**src/rtl/dmem_bridge_pkg.sv**
```systemverilog
// Shared types and widths for the M-stage data-memory bridge.
package dmem_bridge_pkg;

    localparam int WORD_W = 32;
    localparam int ADDR_W = 30;

    typedef enum logic [1:0] {
        IDLE = 2'd0,
        REQ  = 2'd1,
        WAIT = 2'd2,
        DONE = 2'd3
    } state_t;

endpackage

```
**src/rtl/dmem_bridge_if.sv**
```systemverilog
// Word-addressed data bus: valid/ready request channel plus single-cycle response.
interface dmem_bridge_if;
    import dmem_bridge_pkg::*;

    logic              bus_req_valid;
    logic              bus_req_ready;
    logic              bus_req_we;
    logic [ADDR_W-1:0] bus_req_addr;
    logic [WORD_W-1:0] bus_req_wdata;
    logic              bus_rsp_valid;
    logic [WORD_W-1:0] bus_rsp_data;

    modport master (
        output bus_req_valid, bus_req_we, bus_req_addr, bus_req_wdata,
        input  bus_req_ready, bus_rsp_valid, bus_rsp_data
    );

    modport slave (
        input  bus_req_valid, bus_req_we, bus_req_addr, bus_req_wdata,
        output bus_req_ready, bus_rsp_valid, bus_rsp_data
    );

endinterface

```
**src/rtl/dmem_bridge_flopenr.sv**
```systemverilog
// Enabled flip-flop with synchronous active-high reset.
module flopenr #(
    parameter int WIDTH = 32
) (
    input  logic             clk,
    input  logic             reset,
    input  logic             en,
    input  logic [WIDTH-1:0] d,
    output logic [WIDTH-1:0] q
);

    // Load d when enabled, clear on reset.
    always_ff @(posedge clk) begin
        if (reset) begin
            q <= {WIDTH{1'b0}};
        end else if (en) begin
            q <= d;
        end else begin
            q <= q;
        end
    end

endmodule

```
**src/rtl/dmem_bridge.sv**
```systemverilog
// M-stage bridge: one bus transaction per load/store, stalling the pipeline
// until the response (or a timeout) and presenting the result for one cycle.
module dmem_bridge
    import dmem_bridge_pkg::*;
#(
    parameter int TIMEOUT = 255
) (
    input  logic              clk,
    input  logic              rst,
    input  logic              mem_readM,
    input  logic              mem_writeM,
    input  logic [WORD_W-1:0] addrM,
    input  logic [WORD_W-1:0] wdataM,
    output logic [WORD_W-1:0] read_dataM,
    output logic              stallM,
    output logic              errM,
    dmem_bridge_if.master     bus
);

    localparam int CW = $clog2(TIMEOUT + 1);
    localparam logic [CW-1:0] CNT_LAST = CW'(TIMEOUT - 1);
    localparam logic [CW-1:0] CNT_MAX  = {CW{1'b1}};

    state_t            state_r;
    state_t            next_state_s;
    logic [CW-1:0]     cnt_r;
    logic              err_r;
    logic              req_valid_r;
    logic              req_we_r;
    logic [ADDR_W-1:0] req_addr_r;
    logic [WORD_W-1:0] req_wdata_r;
    logic [WORD_W-1:0] cap_data_r;

    logic              access_s;
    logic              misaligned_s;
    logic              start_s;
    logic              accept_s;
    logic              rsp_s;
    logic              timeout_s;
    logic              cap_en_s;
    logic [WORD_W-1:0] cap_d_s;

    assign access_s     = mem_readM | mem_writeM;
    assign misaligned_s = (addrM[1:0] != 2'b00);
    assign start_s      = (state_r == IDLE) && access_s;
    assign accept_s     = (state_r == REQ) && bus.bus_req_ready;
    // A response in the timeout cycle takes priority over the abort.
    assign rsp_s        = (state_r == WAIT) && bus.bus_rsp_valid;
    assign timeout_s    = (state_r == WAIT) && !bus.bus_rsp_valid && (cnt_r == CNT_LAST);
    assign cap_en_s     = start_s || rsp_s || timeout_s;
    assign cap_d_s      = (rsp_s && !req_we_r) ? bus.bus_rsp_data : {WORD_W{1'b0}};

    assign bus.bus_req_valid = req_valid_r;
    assign bus.bus_req_we    = req_we_r;
    assign bus.bus_req_addr  = req_addr_r;
    assign bus.bus_req_wdata = req_wdata_r;

    // State register.
    always_ff @(posedge clk) begin
        if (rst) begin
            state_r <= IDLE;
        end else begin
            state_r <= next_state_s;
        end
    end

    // Next-state decode.
    always_comb begin
        next_state_s = state_r;
        case (state_r)
            IDLE: begin
                if (access_s && misaligned_s) begin
                    next_state_s = DONE;
                end else if (access_s) begin
                    next_state_s = REQ;
                end else begin
                    next_state_s = IDLE;
                end
            end
            REQ: begin
                if (bus.bus_req_ready) begin
                    next_state_s = WAIT;
                end else begin
                    next_state_s = REQ;
                end
            end
            WAIT: begin
                if (rsp_s || timeout_s) begin
                    next_state_s = DONE;
                end else begin
                    next_state_s = WAIT;
                end
            end
            DONE:    next_state_s = IDLE;
            default: next_state_s = IDLE;
        endcase
    end

    // Pipeline-side outputs, decoded without lag from state and inputs.
    always_comb begin
        stallM     = 1'b0;
        read_dataM = {WORD_W{1'b0}};
        errM       = 1'b0;
        case (state_r)
            IDLE:    stallM = access_s;
            REQ:     stallM = 1'b1;
            WAIT:    stallM = 1'b1;
            DONE: begin
                read_dataM = cap_data_r;
                errM       = err_r;
            end
            default: stallM = 1'b0;
        endcase
    end

    // Response timeout counter: cleared on acceptance, saturating in WAIT.
    always_ff @(posedge clk) begin
        if (rst) begin
            cnt_r <= {CW{1'b0}};
        end else if (accept_s) begin
            cnt_r <= {CW{1'b0}};
        end else if ((state_r == WAIT) && (cnt_r != CNT_MAX)) begin
            cnt_r <= cnt_r + CW'(1'b1);
        end else begin
            cnt_r <= cnt_r;
        end
    end

    // Error flag: misaligned at entry, or timed out in WAIT.
    always_ff @(posedge clk) begin
        if (rst) begin
            err_r <= 1'b0;
        end else if (start_s) begin
            err_r <= misaligned_s;
        end else if (rsp_s || timeout_s) begin
            err_r <= timeout_s;
        end else begin
            err_r <= err_r;
        end
    end

    // Request registers: latched at start, held until accepted.
    always_ff @(posedge clk) begin
        if (rst) begin
            req_valid_r <= 1'b0;
            req_we_r    <= 1'b0;
            req_addr_r  <= {ADDR_W{1'b0}};
            req_wdata_r <= {WORD_W{1'b0}};
        end else if (start_s && !misaligned_s) begin
            req_valid_r <= 1'b1;
            req_we_r    <= mem_writeM;
            req_addr_r  <= addrM[WORD_W-1:2];
            req_wdata_r <= wdataM;
        end else if (accept_s) begin
            req_valid_r <= 1'b0;
            req_we_r    <= req_we_r;
            req_addr_r  <= req_addr_r;
            req_wdata_r <= req_wdata_r;
        end else begin
            req_valid_r <= req_valid_r;
            req_we_r    <= req_we_r;
            req_addr_r  <= req_addr_r;
            req_wdata_r <= req_wdata_r;
        end
    end

    flopenr #(.WIDTH(WORD_W)) u_cap_data (
        .clk   (clk),
        .reset (rst),
        .en    (cap_en_s),
        .d     (cap_d_s),
        .q     (cap_data_r)
    );

endmodule
```
**src/flat_wrapper.sv**
```systemverilog
// flat-port wrapper written by rule: the top's interface ports become plain ports
module dmem_bridge_flat import dmem_bridge_pkg::*;
#(
    parameter int TIMEOUT = 255
)
  (clk, rst, mem_readM, mem_writeM, addrM, wdataM, read_dataM, stallM, errM, bus_bus_req_valid, bus_bus_req_we, bus_bus_req_addr, bus_bus_req_wdata, bus_bus_req_ready, bus_bus_rsp_valid, bus_bus_rsp_data);
  dmem_bridge_if bus_i ();
  input  logic clk;
  input  logic rst;
  input  logic mem_readM;
  input  logic mem_writeM;
  input  logic [WORD_W-1:0] addrM;
  input  logic [WORD_W-1:0] wdataM;
  output logic [WORD_W-1:0] read_dataM;
  output logic stallM;
  output logic errM;
  output wire logic [$bits(bus_i.bus_req_valid)-1:0] bus_bus_req_valid;
  output wire logic [$bits(bus_i.bus_req_we)-1:0] bus_bus_req_we;
  output wire logic [$bits(bus_i.bus_req_addr)-1:0] bus_bus_req_addr;
  output wire logic [$bits(bus_i.bus_req_wdata)-1:0] bus_bus_req_wdata;
  input wire logic [$bits(bus_i.bus_req_ready)-1:0] bus_bus_req_ready;
  input wire logic [$bits(bus_i.bus_rsp_valid)-1:0] bus_bus_rsp_valid;
  input wire logic [$bits(bus_i.bus_rsp_data)-1:0] bus_bus_rsp_data;
  assign bus_bus_req_valid = bus_i.bus_req_valid;
  assign bus_bus_req_we = bus_i.bus_req_we;
  assign bus_bus_req_addr = bus_i.bus_req_addr;
  assign bus_bus_req_wdata = bus_i.bus_req_wdata;
  assign bus_i.bus_req_ready = bus_bus_req_ready;
  assign bus_i.bus_rsp_valid = bus_bus_rsp_valid;
  assign bus_i.bus_rsp_data = bus_bus_rsp_data;
  dmem_bridge #(.TIMEOUT(TIMEOUT)) u_core (.clk(clk), .rst(rst), .mem_readM(mem_readM), .mem_writeM(mem_writeM), .addrM(addrM), .wdataM(wdataM), .read_dataM(read_dataM), .stallM(stallM), .errM(errM), .bus(bus_i));
endmodule
```
**config.mk**
```make
export PLATFORM = sky130hd
export DESIGN_NAME = dmem_bridge_flat
export DESIGN_NICKNAME = d
export VERILOG_FILES = /design/src/rtl/dmem_bridge_pkg.sv /design/src/rtl/dmem_bridge_if.sv /design/src/rtl/dmem_bridge_flopenr.sv /design/src/rtl/dmem_bridge.sv /design/src/flat_wrapper.sv
export SDC_FILE = /design/constraint.sdc
export NUM_CORES = 1
export LEC_CHECK = 0
export BUFFER_PORTS_ARGS = -buffer_cell sky130_fd_sc_hd__buf_2
export CAP_MARGIN = 25
export CORE_MARGIN = 2
export CORE_UTILIZATION = 43
export CTS_CLUSTER_DIAMETER = 80
export DETAILED_ROUTE_END_ITERATION = 10
export GPL_ROUTABILITY_DRIVEN = 0
export HOLD_SLACK_MARGIN = 0.03
export MAX_ROUTING_LAYER = met4
export PLACE_DENSITY = 0.74
export SYNTH_ARGS = -nofsm -noshare
export SYNTH_HDL_FRONTEND = slang
export SYNTH_SLANG_ARGS = --single-unit
```
**constraint.sdc**
```tcl
create_clock -name clk -period 1.36 [get_ports clk]
set_input_delay 0.136 -clock clk [delete_from_list [all_inputs] [get_ports clk]]
set_output_delay 0.136 -clock clk [all_outputs]
set_load 0.02 [all_outputs]
```
---- Word level (Yosys, flattened, before mapping) ----
Index checks and enable logic that the tools add are counted.
cells by class
  add/sub/neg operators ................... 1
  reduce and logical (&&, ||, !) cells .... 21
  multipliers ............................. 0
  div/mod/pow operators ................... 0
  eq/ne operators ......................... 5
  shift-type cells ........................ 0
  multiplexer cells ....................... 13
  bitwise logic cells ..................... 1
  magnitude comparators ................... 0
operators by type and width
  operator               number
  $mux W32               2
  $logic_and A1 B1 Y1    9
  $add A8 B1 Y8 const B  1
  $eq A8 B8 Y1 const B   1
  $ne A8 B8 Y1 const B   1
  $pmux W2 S4            1
  $mux W1                7
  $reduce_bool A2 Y1     3
  $eq A2 B2 Y1 const B   2
  $mux W2                2
  $reduce_or A2 Y1       2
  $logic_not A1 Y1       3
  $logic_or A1 B1 Y1     3
  $eq A2 B1 Y1 const B   1
  $logic_not A2 Y1       1
  $pmux W1 S2            1
  $or A1 B1 Y1           1
storage, ports and cells
  memories ................................ 0
  output and inout port bits .............. 98
  bits in registers ....................... 107
  bits in read-only memories .............. 0
  word-level logic and storage cells ...... 49
  input bits .............................. 102
  bits in latches ......................... 0
  memory bits (writable) .................. 0

---- Logic depth before layout (Yosys ltp) ----
  depth in word-level cells ............... 6
  depth in mapped cells ................... 7
  gate-level depth less buffers ........... 5

---- By module ----
From an unflattened synthesis, not the netlist that was laid out.
second synthesis, totals
  cells, all modules ...................... 552
  area, all modules ....................... 4,849.7 um2
by module, submodules not included
  module       area each (um2)  seq. area each (um2)  cells an instance  instances
  dmem_bridge  3,686.0          1,501.4               449                1
  flopenr      1,163.6          640.6                 103                1

---- Worst setup path before layout ----
OpenSTA, ideal clock, no wires.
  kind .................................... register to output
  from .................................... register u_core.state_r[0]
  to ...................................... output port stallM
  cell stages (with the launch flop) ...... 8
  data arrival time ....................... 1.414 ns
  data required time ...................... 1.224 ns
  slack ................................... -0.190 ns
  path buffers ............................ 2
  cells stage by stage .................... dfxtp_1 -> inv_1 -> ha_1 -> o21a_1 -> buf_4 -> buf_4 -> nor2_1 -> nor2_1
on the way
  word-level cells in the longest chain between the ends .. 3
  elaborated cells between the ends (all ways) .. 5
  classes of those cells .................. eq/ne: 2; mux: 1; reduce/logical: 2
ends and longest elaborated chain
  what                                          line                RTL
  from (decl)                                   dmem_bridge.sv:24   state_t state_r;
  from (signal assigned)                        dmem_bridge.sv:63   state_r <= next_state_s;
  $eq A2 B2 Y1 or $eq A2 B1 Y1 (tied branches)  dmem_bridge.sv:104  case (state_r)
  $reduce_or A2 Y1 (no line)                    -
  $pmux W1 S2 (*)                               dmem_bridge.sv:104
  to (decl)                                     flat_wrapper.sv:15  output logic stallM;
Every way passes the cells marked *; elsewhere a longest branch is shown, timed or not.

---- Final worst setup path ----
  from .................................... register u_core.state_r[1]
  to ...................................... output port read_dataM[18]
on the way
  word-level cells in the longest chain between the ends .. 2
ends and longest elaborated chain
  what          line                RTL
  $eq A2 B2 Y1  dmem_bridge.sv:104
  $mux W32      dmem_bridge.sv:104
  to (decl)     flat_wrapper.sv:14  output logic [WORD_W-1:0] read_dataM;
Every way passes these cells.

==> results.toml <==
[outcome]
outcome = "finished, violations left"
failed_checks = "setup timing"

[sta]
post-route-min-period_ns = 1.64
relSlewSlack_pct = 62.5
finalCritPeriodShare_pct = 121
hold_viol = 0
setup_viol = 138
hold_slack_ns = 0.139
max_freq_mhz = 608
worst_pin_slew_ns = 0.562
fin_worst_skew_ns = 0.0221
rsz0062_at_grt = "true"
drv_slew = 0
layout_setup_ws_ns = -0.284

[min_path]
hp-class = "in2reg"
min_from = "mem_writeM"

[power_and_ir_drop]
p_per_area_nw_per_um2 = 1120
ir_drop_mv = 0.839
power_leakage_nw = 3.80
total_power_mw = 10.6

[critical_path]
path_max_fanout = 16
path_buf_inv = 2
end_kind = "output port"
arrival_ns = 1.51
crit_chain = "ha_4 -> buf_12 -> and2_1 -> buf_6"
timing.setup.critical_path_class = "reg2out"
crit_path_max_incr_delay_ns = 0.41
regToRegStartpoint = "u_core.state_r[1]"
crit_start = "u_core.state_r[1]"
slowest_stage = "dfxtp_4"
cp-start-kind = "register"
required_ns = 1.22
crit_family = "flip-flops"

[logic_synthesis]
synthTopCellsByCount = "dfxtp_1 (107), a21oi_1 (67), nand3_1 (67), o21ai_0 (65), nand2_1 (40)"
synth_edf_count = 0
synth_largest_area_cell = "dfxtp_1"
synth_area_um2 = 4750
synth.most_common_cell = "dfxtp_1"
synth_top_cell_area_share_pct = 45.1
synth.avg_cell_area_um2 = 8.66
synth_cell_type_count = 41
synth_area_leaders = "dfxtp_1 (45%), o31ai_2 (7.9%), a21oi_1 (7.1%), nand3_1 (7.1%), o21ai_0 (6.8%)"
syn_inst = 549
syn-num-nets = 659
synthArstFlopShare_pct = 0
synthFlopType = "dfxtp_1"
ys_seq_area_share_pct = 45.1
ys_ff_latch = 107
yosysWarnings = 0

[cts]
htree_levels = 3
cts.clk_slew.worst_paths_ns = 0.11
cts_root_buffer = "clkbuf_8"
clock_latency_ns = 0.39
clk_path_buf_depth = 2
clock-sinks = 107
cts_buffers = 9
tritoncts = "done"

[run]
maxCapViolations = 0

[layout]
postLayoutCoreUtil_pct = 87.9
syn_to_final_growth_pct = 99.6
layout-drive-gt1-share_pct = 59.8
fill_cells = 404
nets = 979
insertedDiodeCount = 0
fin_area_um2 = 9480

[floorplan]
die_h_um = 109
core_um2 = 10800
rows = 38
die-area_um2 = 11900
die_x_um = 109
start_util_pct = 44.0
io-pin-count = 200

[grt]
overflow = 0
antenna_found_initial = 0
grtUsageTotal_pct = 32.1
grt_pass1_vias = 5747
grt_max_degree = 42
grt_pass1_wl_um = 28900

[detailed_routing]
drc = 0
vias = 5984
totalWireLength_um = 24700
dr.pass1.iters = 5
vias_per_cell = 5.91
antenna_left = 0
drt_iter0_markers = 574
wl_per_cell_um = 24.4

[placement]
placed_cell_area_um2 = 6040
hpwl_um = 8960
port_buffers = 199
## logic make-up after synthesis
logic type,count (synthesis),synth area share [%]
flops,107,45.1
simple gates,163,17.7
compound gates,180,25.4
buf+inv,88,9.11
fa+ha+maj,8,2.11
mux,3,0.632
## power by group
part	switching (mW)	leakage, nW	internal, mW
logic	2.81	2.84	2.30
clock network	1.21	0.0836	0.678
registers	0.204	0.870	3.39
total	4.23	3.80	6.37
## through the flow
step	setup WS [ns]	setup TNS (ns)	std cells
floorplan	-0.0715	-0.956	549
global placement	-0.0380	-1.11	869
detailed placement	-0.112	-4.04	869
CTS	-0.196	-13.18	1008
global route	-0.423	-27.14	1013
finish	-0.284	-22.64	1013
## state kept, by name, indices dropped and copies added, names as in the netlist
register / flops
u_core.bus.bus_req_wdata: 32
u_core.u_cap_data.q: 32
u_core.bus.bus_req_addr: 30
u_core.cnt_r: 8
u_core.state_r: 2
u_core.bus.bus_req_valid: 1
u_core.bus.bus_req_we: 1
u_core.err_r: 1
## final cells by class
cell class | count | area, um2 | area share, %
Multi-Input combinational cell | 354 | 3660 | 38.6
Timing Repair Buffer | 358 | 3170 | 33.4
Sequential cell | 107 | 2150 | 22.7
Tap cell | 140 | 175 | 1.85
Inverter | 39 | 151 | 1.60
Clock buffer | 9 | 124 | 1.31
Clock inverter | 6 | 48.8 | 0.515
## worst register-to-register path: cells and delay by family, from the launching register on
family / cells / cell delay (ns)
adder cells (fa/ha/maj): 1 / 0.20
AO/OA/AOI/OAI: 1 / 0.07
buffers and inverters: 3 / 0.47
AND/OR/NAND/NOR: 2 / 0.38
flip-flops: 1 / 0.41
## metal layers
metal / vias up / GRT usage, % / part of all wire [%]
met5: - / - / 0
met4: 0 / 14.9 / 6.2
met3: 138 / 7.65 / 7.6
met2: 413 / 55.1 / 51
met1: 2868 / 34.9 / 35
li1: 2565 / - / -
## what timing repair did
action                                  4_1_cts  5_1_grt
setup buffers                                15        6
endpoints found under the setup margin      135      141
cloned                                       15        3
pin swaps                                    60      117
gates resized for setup                     193      268
hold endpoints to repair                     94        0
hold buffers                                 94        0
## path summary, 6_finish.rpt
| kind | end | slack, ns | cells after the start |
|---|---|---|---|
| setup reg to reg | u_core.u_cap_data.q[24] | -0.26 | 7 |
| setup / recovery | read_dataM[18] | -0.28 | 4 |
| hold reg to reg | u_core.bus.bus_req_addr[16] | 0.48 | 2 |
| hold / removal | u_core.bus.bus_req_we | 0.14 | 3 |
## cell usage in the layout, fill, tap and decap left out, types with 3 or more instances in the layout
| cell | instances |
|---|---|
| mux2i_1 | 3 |
| clkbuf_16 | 3 |
| nor2_1 | 3 |
| ha_1 | 3 |
| o21ai_2 | 9 |
| dlygate4sd3_1 | 94 |
| buf_16 | 12 |
| nand3_1 | 4 |
| inv_1 | 36 |
| nand2_1 | 7 |
| buf_2 | 165 |
| nand3_4 | 37 |
| o31ai_2 | 11 |
| nor3_1 | 3 |
| nand2_4 | 32 |
| o21ai_0 | 4 |
| a21oi_2 | 57 |
| nand3_2 | 27 |
| o31ai_4 | 21 |
| buf_12 | 15 |
| a21oi_1 | 9 |
| and2_4 | 17 |
| clkbuf_8 | 9 |
| buf_4 | 22 |
| ha_4 | 4 |
| dfxtp_1 | 103 |
| buf_6 | 44 |
| and2_1 | 16 |
| o21ai_1 | 51 |
Note: power is estimated with default switching activity, not from simulation.
